`src/rtl/vote_collector_if.sv`:
```
// Button inputs and vote/status outputs of the three-judge vote collector.
// Latency: none, plain wiring bundle.
// Backpressure: none, level and pulse signals only.
// Ports: start_btn, judge_btn[2:0] driven by the board/host side;
//        vote_a/b/c, votes_valid, round_done, timeout, busy, voted[2:0] driven by the collector.
interface vote_collector_if;
  logic       start_btn;
  logic [2:0] judge_btn;
  logic       vote_a;
  logic       vote_b;
  logic       vote_c;
  logic       votes_valid;
  logic       round_done;
  logic       timeout;
  logic       busy;
  logic [2:0] voted;

  modport master (
    output start_btn, judge_btn,
    input  vote_a, vote_b, vote_c, votes_valid, round_done, timeout, busy, voted
  );

  modport slave (
    input  start_btn, judge_btn,
    output vote_a, vote_b, vote_c, votes_valid, round_done, timeout, busy, voted
  );
endinterface

```
`src/rtl/vote_collector.sv`:
```
// Synchronise/debounce start + three judge buttons and run a timed voting round.
// Latency: raw edge sampled at edge N -> press pulse in cycle N+DEBOUNCE_CYCLES+3.
// Backpressure: none; votes held stable in HOLD until the next start press.
// Ports: clk, rst (async, active-high); bus (slave modport): raw buttons in,
//        latched votes, votes_valid, round_done, timeout, busy and live voted LEDs out.
module vote_collector #(
  parameter int DEBOUNCE_CYCLES = 20,
  parameter int WINDOW_CYCLES   = 100
) (
  input logic              clk,
  input logic              rst,
  vote_collector_if.slave  bus
);
  localparam int DW = $clog2(DEBOUNCE_CYCLES + 1);
  localparam int WW = $clog2(WINDOW_CYCLES + 1);
  localparam logic [DW-1:0] DB_MAX   = DW'(DEBOUNCE_CYCLES);
  localparam logic [WW-1:0] WIN_LOAD = WW'(WINDOW_CYCLES - 1);

  typedef enum logic [1:0] {
    IDLE    = 2'd0,
    COLLECT = 2'd1,
    HOLD    = 2'd2
  } state_t;

  // Lane 0 is the start button, lanes 3:1 are judges C,B,A.
  logic [3:0]    raw;
  logic [3:0]    sync1;
  logic [3:0]    sync2;
  logic [3:0]    db_lvl;
  logic [3:0]    db_prev;
  logic [3:0]    press;
  logic [DW-1:0] db_cnt [4];

  assign raw = {bus.judge_btn, bus.start_btn};

  // The level flips on the clock after the counter has reached DB_MAX, and only
  // if the synced input still disagrees, so a pulse must survive DB_MAX+1 samples.
  always_ff @(posedge clk or posedge rst) begin
    if (rst) begin
      sync1   <= '0;
      sync2   <= '0;
      db_lvl  <= '0;
      db_prev <= '0;
      press   <= '0;
      for (int i = 0; i < 4; i++) db_cnt[i] <= '0;
    end else begin
      sync1   <= raw;
      sync2   <= sync1;
      db_prev <= db_lvl;
      press   <= db_lvl & ~db_prev;
      for (int i = 0; i < 4; i++) begin
        if (sync2[i] != db_lvl[i]) begin
          if (db_cnt[i] == DB_MAX) begin
            db_lvl[i] <= ~db_lvl[i];
            db_cnt[i] <= '0;
          end else begin
            db_cnt[i] <= db_cnt[i] + DW'(1);
          end
        end else begin
          db_cnt[i] <= '0;
        end
      end
    end
  end

  logic          start_press;
  logic [2:0]    judge_press;
  state_t        state, state_n;
  logic [2:0]    voted_q, voted_n, vote_mix;
  logic [WW-1:0] win_cnt, win_n;
  logic          timeout_q, timeout_n;
  logic          done_q, done_n;

  assign start_press = press[0];
  assign judge_press = press[3:1];

  always_ff @(posedge clk or posedge rst) begin
    if (rst) begin
      state     <= IDLE;
      voted_q   <= '0;
      win_cnt   <= '0;
      timeout_q <= 1'b0;
      done_q    <= 1'b0;
    end else begin
      state     <= state_n;
      voted_q   <= voted_n;
      win_cnt   <= win_n;
      timeout_q <= timeout_n;
      done_q    <= done_n;
    end
  end

  always_comb begin
    state_n   = state;
    voted_n   = voted_q;
    win_n     = win_cnt;
    timeout_n = timeout_q;
    done_n    = 1'b0;
    vote_mix  = voted_q | judge_press;
    case (state)
      IDLE: begin
        if (start_press) begin
          state_n   = COLLECT;
          voted_n   = '0;
          win_n     = WIN_LOAD;
          timeout_n = 1'b0;
        end
      end
      COLLECT: begin
        voted_n = vote_mix;
        // A completing vote takes priority over window expiry in the same cycle.
        if (vote_mix == 3'b111) begin
          state_n   = HOLD;
          timeout_n = 1'b0;
          done_n    = 1'b1;
        end else if (win_cnt == '0) begin
          state_n   = HOLD;
          timeout_n = 1'b1;
          done_n    = 1'b1;
        end else begin
          win_n = win_cnt - WW'(1);
        end
      end
      HOLD: begin
        if (start_press) begin
          state_n   = COLLECT;
          voted_n   = '0;
          win_n     = WIN_LOAD;
          timeout_n = 1'b0;
        end
      end
      default: begin
        state_n   = IDLE;
        voted_n   = '0;
        win_n     = '0;
        timeout_n = 1'b0;
      end
    endcase
  end

  assign bus.busy        = (state == COLLECT);
  assign bus.votes_valid = (state == HOLD);
  assign bus.vote_a      = (state == HOLD) & voted_q[0];
  assign bus.vote_b      = (state == HOLD) & voted_q[1];
  assign bus.vote_c      = (state == HOLD) & voted_q[2];
  assign bus.timeout     = (state == HOLD) & timeout_q;
  assign bus.round_done  = done_q;
  assign bus.voted       = voted_q;
endmodule

```
`src/flat_wrapper.sv`:
```
// flat-port wrapper written by rule: the top's interface ports become plain ports
module vote_collector_flat 
#(
  parameter int DEBOUNCE_CYCLES = 20,
  parameter int WINDOW_CYCLES   = 100
)
  (clk, rst, bus_start_btn, bus_judge_btn, bus_vote_a, bus_vote_b, bus_vote_c, bus_votes_valid, bus_round_done, bus_timeout, bus_busy, bus_voted);
  vote_collector_if bus_i ();
  input logic clk;
  input logic rst;
  input wire logic [$bits(bus_i.start_btn)-1:0] bus_start_btn;
  input wire logic [$bits(bus_i.judge_btn)-1:0] bus_judge_btn;
  output wire logic [$bits(bus_i.vote_a)-1:0] bus_vote_a;
  output wire logic [$bits(bus_i.vote_b)-1:0] bus_vote_b;
  output wire logic [$bits(bus_i.vote_c)-1:0] bus_vote_c;
  output wire logic [$bits(bus_i.votes_valid)-1:0] bus_votes_valid;
  output wire logic [$bits(bus_i.round_done)-1:0] bus_round_done;
  output wire logic [$bits(bus_i.timeout)-1:0] bus_timeout;
  output wire logic [$bits(bus_i.busy)-1:0] bus_busy;
  output wire logic [$bits(bus_i.voted)-1:0] bus_voted;
  assign bus_i.start_btn = bus_start_btn;
  assign bus_i.judge_btn = bus_judge_btn;
  assign bus_vote_a = bus_i.vote_a;
  assign bus_vote_b = bus_i.vote_b;
  assign bus_vote_c = bus_i.vote_c;
  assign bus_votes_valid = bus_i.votes_valid;
  assign bus_round_done = bus_i.round_done;
  assign bus_timeout = bus_i.timeout;
  assign bus_busy = bus_i.busy;
  assign bus_voted = bus_i.voted;
  vote_collector #(.DEBOUNCE_CYCLES(DEBOUNCE_CYCLES), .WINDOW_CYCLES(WINDOW_CYCLES)) u_core (.clk(clk), .rst(rst), .bus(bus_i));
endmodule
```
`config.mk`:
```
export PLATFORM = sky130hd
export DESIGN_NAME = vote_collector_flat
export DESIGN_NICKNAME = d
export VERILOG_FILES = /design/src/rtl/vote_collector_if.sv /design/src/rtl/vote_collector.sv /design/src/flat_wrapper.sv
export SDC_FILE = /design/constraint.sdc
export NUM_CORES = 1
export LEC_CHECK = 0
export CORE_MARGIN = 5
export CORE_UTILIZATION = 57
export DETAILED_ROUTE_END_ITERATION = 16
export PLACE_DENSITY_LB_ADDON = 0.08
export SLEW_MARGIN = 15
export SYNTH_ARGS = -nofsm -noshare
export SYNTH_HDL_FRONTEND = slang
export SYNTH_SLANG_ARGS = --single-unit
export TNS_END_PERCENT = 5
```
`constraint.sdc`:
```
create_clock -name clk -period 2.04 [get_ports clk]
set_input_delay 0.408 -clock clk [delete_from_list [all_inputs] [get_ports clk]]
set_output_delay 0.408 -clock clk [all_outputs]
set_load 0.005 [all_outputs]
```
==> impl_results.md, run 1 <==
- Antenna violation net count after detailed routing: 0
- Core outline area: 0.00400 mm2
- Fraction of layout instances using a drive strength above 1: 10.3%
- Pin slew with the least headroom to its limit: 512 ps
- Die area: 0.00548 mm2
- Startpoint class of the critical path: register
- Aggregate global routing overflow: 0
- Synthesized flop and latch total: 54
- Status: finished clean
- Worst setup path endpoint: bus_busy
- First-pass GRT wire length: 7.10 mm
- Number of buffers created by CTS: 5
- Summed instance area of the synthesized netlist: 0.00234 mm2
- Clock tree from TritonCTS: done
- RePlAce Congestion: 0.863
- Power after layout: 2060 uW
- Mux share of post-synthesis cell area: 1.93%
- Vias per inst: 5.51
- Count of antenna diodes in the layout: 0
- Wire per inst: 14.0 um
- CP top delay family: buffers and inverters
- Count of pins over their slew limit: 0
- Via count: 1565
- Final Instance Area: 0.00270 mm2
- Count of nets after finishing: 249
- Net Count, Synth: 227
- Clock slew seen by the registers of the worst setup and hold paths: 90 ps
- Count of endpoints failing setup in the final report: 0
- Bufs and invs on worst path: 2
- Number of standard-cell rows in the floorplan: 23
- Die X: 74.0 um
- Vias in the first global route: 1639
- Worst-skew pair later-pin latency: 300 ps
- Worst Reg2Reg Path Length in Cells: 4
- Ordered list of cells on the worst path: nand2b_2 -> inv_1 -> clkdlybuf4s50_1
- CP startpoint: u_core.state[1]
- Worst Setup End Kind: output pin
- Largest family of logic cells by synthesized area: simple AND/OR/NAND/NOR gates
- Number of buffers inserted to repair setup after CTS: 0
- Number of distinct library cells after synthesis: 31
- Warnings, synthesis: 0
- Worst EP required: 1630 ps
- Placed Cells incl. Taps: 276
- Worst vdd ir: 0.593 mV
- Worst-case headroom to the max-slew limit: 65.7%
- Unrepaired setup endpoints after global routing: yes
- R2r setup slk: 350 ps
- Worst hold path class: register to register
- Number of I/O port buffers: 15
- Synth Area in XOR/XNOR: 6.00%
- Reg-to-Reg End: u_core.win_cnt[1]
- Longest individual stage delay on the worst path: 500 ps
- Power Density: 762 mW/mm2
- Maximum number of pins on one net before global-route repair: 32
- Total clock sinks: 54
- I/O pin cnt: 16
- Kind of critical path: register to output pin
- Number of gates on the worst path with buffers counted: 3
- Number of instances in the synthesized netlist: 211
- Share of the synthesized area in compound gates (AO/OA/AOI/OAI): 6.75%
- Number of DRC violations after detailed routing: 0
- Period utilization: 98.2%
- Synthesized-area fraction occupied by adder cells: 5.36%
- Portion of the post-synthesis area used by sequential elements: 57.8%
- Signal arrival time at the worst endpoint: 1590 ps
- Post-DP HPWL: 2.80 mm
- Simple-gate share of the synthesized area: 19.0%
- Gr usage total: 17.0%
- CTS H-tree depth: 2
- Die Y: 74.0 um
- Buffer depth of the longest clock path: 2
- Max Clock Skew: 8.13 ps
- Cell Count, Final, Fillers Out: 284
- Iteration-0 DRC Markers: 132
- Critical-path maximum fanout: 6
- Fillcell total: 298
- Growth of design area from synthesis to finish: 15.6%
- Number of antenna violations at the first check in global routing: 0
- Total wire length after detailed routing: 3.97 mm
- Resized Gates After CTS: 3
- Static Leak: 0.00134 uW
- Slowest stage cell, crit path: sky130_fd_sc_hd__clkdlybuf4s50_1
- Initial standard-cell utilization of the core: 58.4%
- Count of TritonRoute iterations in the first routing pass: 6
- Startpoint of the lowest-slack register-to-register path: u_core.win_cnt[4]
- Number of endpoints with negative hold slack in the final report: 0
- Min Clock Period, post-route: 2000 ps
- Master cell of the clock root buffer: sky130_fd_sc_hd__clkbuf_8
- CTS Hold Buffers Added: 0
- Max-capacitance violation count: 0
- Area after DPL: 0.00255 mm2
- Avg Inst Size Synth: 11.1 um2
- Top achievable clock speed: 499 MHz
## report_power, final
part | total (uW) | internal [uW] | switching, uW
Clock | 746 | 404 | 342
Sequential | 1140 | 1110 | 30.5
Combinational | 174 | 70.6 | 104
## per-layer routing
layer  global-route usage [%]  wire length [um]  up-vias
li1                         -                 -      751
met4                     7.65                46        0
met3                     5.00               196        4
met2                     26.8              2000       40
met1                     21.9              1730      770
met5                        0                 0        -
## logic make-up (layout without fill, tap and decap cells)
logic type,Yosys count,after routing
xor gates and xnor gates,16,16
buffers and inverters,17,40
DFF,54,54
adders and majority gates,10,10
AOI/OAI and AO/OA,21,21
and+or+nand+nor,89,89
muxes,4,4
## synth_stat cells
cell type	count	area, um2
sky130_fd_sc_hd__nor3_1	2	10.0
sky130_fd_sc_hd__buf_2	1	5.00
sky130_fd_sc_hd__or3_1	2	12.5
sky130_fd_sc_hd__a31oi_1	2	12.5
sky130_fd_sc_hd__nand4_1	2	12.5
sky130_fd_sc_hd__o21bai_1	1	7.51
sky130_fd_sc_hd__xnor2_1	4	35.0
sky130_fd_sc_hd__o211a_1	1	10.0
sky130_fd_sc_hd__clkbuf_1	2	7.51
sky130_fd_sc_hd__a21oi_1	4	20.0
sky130_fd_sc_hd__ha_1	10	125
sky130_fd_sc_hd__nor4_1	1	6.26
sky130_fd_sc_hd__nand2_1	12	45.0
sky130_fd_sc_hd__nor3_2	2	20.0
sky130_fd_sc_hd__nand3_1	12	60.1
sky130_fd_sc_hd__a2111oi_2	1	15.0
sky130_fd_sc_hd__o311ai_0	7	61.3
sky130_fd_sc_hd__inv_1	13	48.8
sky130_fd_sc_hd__buf_6	1	11.3
sky130_fd_sc_hd__o41a_1	1	11.3
sky130_fd_sc_hd__dfrtp_1	54	1350
sky130_fd_sc_hd__o21ai_0	4	20.0
sky130_fd_sc_hd__mux2_2	4	45.0
sky130_fd_sc_hd__and2_1	8	50.1
sky130_fd_sc_hd__and3_1	1	6.26
sky130_fd_sc_hd__or2_2	1	6.26
sky130_fd_sc_hd__xor2_1	12	105
sky130_fd_sc_hd__nor2_1	34	128
sky130_fd_sc_hd__nand4b_1	5	43.8
sky130_fd_sc_hd__nor2b_1	4	25.0
sky130_fd_sc_hd__nand2b_1	3	18.8
## per-stage QoR
stage	util [%]	TNS [ps]	hold slack, ps	setup slack [ps]
2_1_floorplan	-	0	331	317
3_3_place_gp	63.9	0	336	216
3_5_place_dp	63.9	0	339	194
4_1_cts	67.2	-22.5	362	-22.5
5_1_grt	67.5	-37.3	380	-37.3
6_report	67.5	0	363	37.6
## worst min-delay path by stage
stage                    start              end  slack [ps]  depth (start not counted)
6_report       u_core.sync1[1]  u_core.sync2[1]         360                          0
5_1_grt        u_core.sync1[2]  u_core.sync2[2]         380                          0
4_1_cts        u_core.sync1[2]  u_core.sync2[2]         360                          0
3_5_place_dp   u_core.sync1[2]  u_core.sync2[2]         340                          0
3_3_place_gp   u_core.sync1[0]  u_core.sync2[0]         340                          0
2_1_floorplan  u_core.sync1[0]  u_core.sync2[0]         330                          0
## sequential cells by signal (all words and copies together), names as in the netlist
name                   cells
u_core.db_prev             4
u_core.sync2               4
u_core.bus.voted           3
u_core.db_cnt             20
u_core.bus.round_done      1
u_core.press               4
u_core.sync1               4
u_core.db_lvl              4
u_core.state               2
u_core.win_cnt             7
u_core.timeout_q           1
## cell type report
type	count	area [um2]	share of cell area (%)
Clock inverter	2	38.8	1.44
Timing Repair Buffer	19	194	7.18
Clock buffer	6	82.6	3.06
Tap cell	50	62.6	2.32
Inverter	13	48.8	1.81
Sequential cell	54	1350	50.0
Multi-Input combinational cell	140	922	34.2
## cells in the final DEF, fill, tap and decap left out, types with 2 or more instances in the layout
| cell type | n |
|---|---|
| sky130_fd_sc_hd__clkdlybuf4s50_1 | 11 |
| sky130_fd_sc_hd__xnor2_1 | 4 |
| sky130_fd_sc_hd__nand2_1 | 12 |
| sky130_fd_sc_hd__nor3_2 | 2 |
| sky130_fd_sc_hd__clkbuf_8 | 6 |
| sky130_fd_sc_hd__a31oi_1 | 2 |
| sky130_fd_sc_hd__o21ai_0 | 4 |
| sky130_fd_sc_hd__nand2b_1 | 2 |
| sky130_fd_sc_hd__inv_2 | 2 |
| sky130_fd_sc_hd__buf_4 | 3 |
| sky130_fd_sc_hd__or3_1 | 2 |
| sky130_fd_sc_hd__ha_1 | 10 |
| sky130_fd_sc_hd__a21oi_1 | 4 |
| sky130_fd_sc_hd__inv_1 | 11 |
| sky130_fd_sc_hd__and2_1 | 8 |
| sky130_fd_sc_hd__o311ai_0 | 7 |
| sky130_fd_sc_hd__nor2b_1 | 4 |
| sky130_fd_sc_hd__nor2_1 | 33 |
| sky130_fd_sc_hd__nand4_1 | 2 |
| sky130_fd_sc_hd__nand3_1 | 12 |
| sky130_fd_sc_hd__xor2_1 | 12 |
| sky130_fd_sc_hd__nor3_1 | 2 |
| sky130_fd_sc_hd__dfrtp_1 | 54 |
| sky130_fd_sc_hd__dlymetal6s2s_1 | 4 |
| sky130_fd_sc_hd__nand4b_1 | 5 |
| sky130_fd_sc_hd__mux2_2 | 4 |
No activity file was read; power rests on OpenSTA's default activity.
==> run 2: changes to the inputs <==
==> constraint.sdc (replaced) <==
create_clock -name clk -period 2.1 [get_ports clk]
set_input_delay 0.42 -clock clk [delete_from_list [all_inputs] [get_ports clk]]
set_output_delay 0.42 -clock clk [all_outputs]
set_load 0.005 [all_outputs]
==> run 2 against run 1 <==
Sequential share of layout area is 0.12 points lower. Critical path type unchanged. Total power is 1.3% higher. Combinational power is 4% lower. Via count stayed put. Largest cell class unchanged. Count of clock-buffer cells in the layout is 1 lower. Critical path depth is 1 higher. First-iteration DRC count is 0.76% lower. Critical endpoint is now bus_vote_b. Final cell count stayed put. Core utilization is 0.16 points higher.
==> impl_results.md, run 2 (synthesis gave the netlist of run 1 again) <==
- R2r setup slk: 410 ps (was 350 ps)
- Placed Cells incl. Taps: 276 (unchanged)
- Worst-case headroom to the max-slew limit: 65.7% (about the same)
- Final TNS setup: 0 ps (unchanged)
- Total wire length after detailed routing: 4.01 mm (was 3.97 mm)
- Post-DP HPWL: 2.84 mm (was 2.80 mm)
- Via count: 1565 (unchanged)
- Number of standard-cell rows in the floorplan: 23 (unchanged)
- Cell Count, Final, Fillers Out: 284 (unchanged)
- Number of buffers created by CTS: 5 (unchanged)
- Buffer depth of the longest clock path: 2 (unchanged)
- Commonest non-fill, non-tap cells in the layout: 54 x sky130_fd_sc_hd__dfrtp_1, 33 x sky130_fd_sc_hd__nor2_1, 15 x sky130_fd_sc_hd__clkdlybuf4s50_1 (was 54 x sky130_fd_sc_hd__dfrtp_1, 33 x sky130_fd_sc_hd__nor2_1, 12 x sky130_fd_sc_hd__nand3_1, 12 x sky130_fd_sc_hd__nand2_1, 12 x sky130_fd_sc_hd__xor2_1)
- Wire per inst: 14.1 um (was 14.0 um)
- Master cell of the clock root buffer: sky130_fd_sc_hd__clkbuf_8 (unchanged)
- Initial standard-cell utilization of the core: 58.4% (unchanged)
- Gr usage total: 16.8% (was 17.0%)
- Status: finished clean (unchanged)
- Count of pins over their slew limit: 0 (unchanged)
- Final standard cell utilization of the core: 67.7% (was 67.5%)
- Growth of design area from synthesis to finish: 15.9% (was 15.6%)
- Worst-skew pair later-pin latency: 300 ps (about the same)
- Static Leak: 0.00127 uW (was 0.00134 uW)
- Vias per inst: 5.51 (unchanged)
- Total clock sinks: 54 (unchanged)
- Register ranked first by flip-flop count: u_core.db_cnt (unchanged)
- CP startpoint: u_core.state[1] (unchanged)
- Unrepaired setup endpoints after global routing: no (was yes)
- Setup slack at placement: 251 ps (was 194 ps)
- Number of endpoints with negative hold slack in the final report: 0 (unchanged)
- Kind of critical path: register to output pin (unchanged)
- Die area: 0.00548 mm2 (unchanged)
- Maximum number of pins on one net before global-route repair: 32 (unchanged)
- Antenna violation net count after detailed routing: 0 (unchanged)
- Core outline area: 0.00400 mm2 (unchanged)
- Period utilization: 95.9%
- Power after layout: 2080 uW (was 2060 uW)
- RePlAce Congestion: 0.870 (was 0.863)
- Number of DRC violations after detailed routing: 0 (unchanged)
- Worst hold path class: register to register (unchanged)
- Power Density: 770 mW/mm2 (was 762 mW/mm2)
- Count of TritonRoute iterations in the first routing pass: 4 (was 6)
- Die Y: 74.0 um (unchanged)
- Number of I/O port buffers: 15 (unchanged)
- Aggregate global routing overflow: 0 (unchanged)
- Largest registers: u_core.db_cnt x20, u_core.win_cnt x7 (unchanged)
- Pin slew with the least headroom to its limit: 512 ps (about the same)
- Max Clock Skew: 7.15 ps (was 8.13 ps)
- Worst vdd ir: 0.591 mV (was 0.593 mV)
- Signal arrival time at the worst endpoint: 1590 ps (about the same)
- Count of endpoints failing setup in the final report: 0 (unchanged)
- Vias in the first global route: 1642 (was 1639)
- Iteration-0 DRC Markers: 131 (was 132)
- Critical-path maximum fanout: 5 (was 6)
- Fraction of layout instances using a drive strength above 1: 10.3% (unchanged)
- Worst EP required: 1680 ps (was 1630 ps)
- Die X: 74.0 um (unchanged)
- Worst hold start: u_core.sync1[0] (was u_core.sync1[1])
- Startpoint of the lowest-slack register-to-register path: u_core.win_cnt[4] (unchanged)
- CTS H-tree depth: 2 (unchanged)
- Worst-case setup margin in the final layout: 85.8 ps (was 37.6 ps)
- Count of antenna diodes in the layout: 0 (unchanged)
- First-pass GRT wire length: 7.13 mm (was 7.10 mm)
- Top achievable clock speed: 496 MHz
- Number of antenna violations at the first check in global routing: 0 (unchanged)
- Min Clock Period, post-route: 2010 ps
- I/O pin cnt: 16 (unchanged)
- Max FFs per register: 20 (unchanged)
- Most common cell after layout, fill and taps aside: sky130_fd_sc_hd__dfrtp_1 (unchanged)
- Max-capacitance violation count: 0 (unchanged)
- Startpoint class of the critical path: register (unchanged)
- Count of nets after finishing: 249 (unchanged)
- Worst Setup End Kind: output pin (unchanged)
- Clock tree from TritonCTS: done (unchanged)
- Clock slew seen by the registers of the worst setup and hold paths: 90 ps (about the same)
[run 2: path summary, 6_finish.rpt]
check,to,depth (start not counted)
max,bus_vote_b,4
min,u_core.sync2[0],0
max reg2reg,u_core.win_cnt[1],4
min reg2reg,u_core.sync2[0],0
max in group asynchronous,u_core.db_prev[0],3
min in group asynchronous,u_core.sync1[1],3
[run 2: power by group]
part           internal, uW  switching, uW  total, uW
logic                  67.2           99.7        167
registers              1080           30.7       1110
clock network           477            334        811
[run 2: final cells by class]
cell class / instances / area (um2)
fill: 294 / 1290
timing repair buffer: 19 / 184
multi-input combinational: 140 / 922
tap: 50 / 62.6
clock buffer: 5 / 68.8
clock inverter: 3 / 68.8
inverter: 13 / 48.8
sequential: 54 / 1350
[run 2: per-layer routing]
| layer | share of wire [%] | routed length (um) | track usage (%) |
|---|---|---|---|
| met1 | 44 | 1770 | 21.3 |
| met2 | 49 | 1950 | 27.3 |
| met3 | 5.5 | 221 | 5.41 |
| met4 | 1.6 | 66 | 5.63 |
| met5 | 0 | 0 | 0 |
[run 2: critical path, cell delays in order (launching register included)]
cell,delay [ps]
sky130_fd_sc_hd__dfrtp_1,430
sky130_fd_sc_hd__inv_2,90
sky130_fd_sc_hd__nor2_4,130
sky130_fd_sc_hd__and2_1,150
sky130_fd_sc_hd__clkdlybuf4s50_1,510
[run 2: metrics by stage]
step	hold slack (ps)	instance area [um2]
3_5_place_dp	339	2550
6_report	360	2710
4_1_cts	361	2700
3_3_place_gp	336	2550
2_1_floorplan	331	2340
5_1_grt	380	2710
[run 2: timing repair]
| item | in CTS | in global routing |
|---|---|---|
| pin swaps | 0 | 0 |
| gates resized for setup | 2 | 3 |
| setup buffers | 0 | 0 |
| hold buffers | 0 | 0 |
| endpoints found under the setup margin | 4 | 5 |
==> run 3: changes to the inputs <==
--- a/config.mk
+++ b/config.mk
@@ -5,8 +5,11 @@
 export SDC_FILE = /design/constraint.sdc
 export NUM_CORES = 1
 export LEC_CHECK = 0
+export ABC_CLOCK_PERIOD_IN_PS = 2100
+export CAP_MARGIN = 20
 export CORE_MARGIN = 5
 export CORE_UTILIZATION = 57
+export CTS_BUF_LIST = sky130_fd_sc_hd__clkbuf_8 sky130_fd_sc_hd__clkbuf_16
 export DETAILED_ROUTE_END_ITERATION = 16
 export PLACE_DENSITY_LB_ADDON = 0.08
 export SLEW_MARGIN = 15
==> results of run 3 <==
The final DEF is identical to that of run 2; final timing and power are the same.
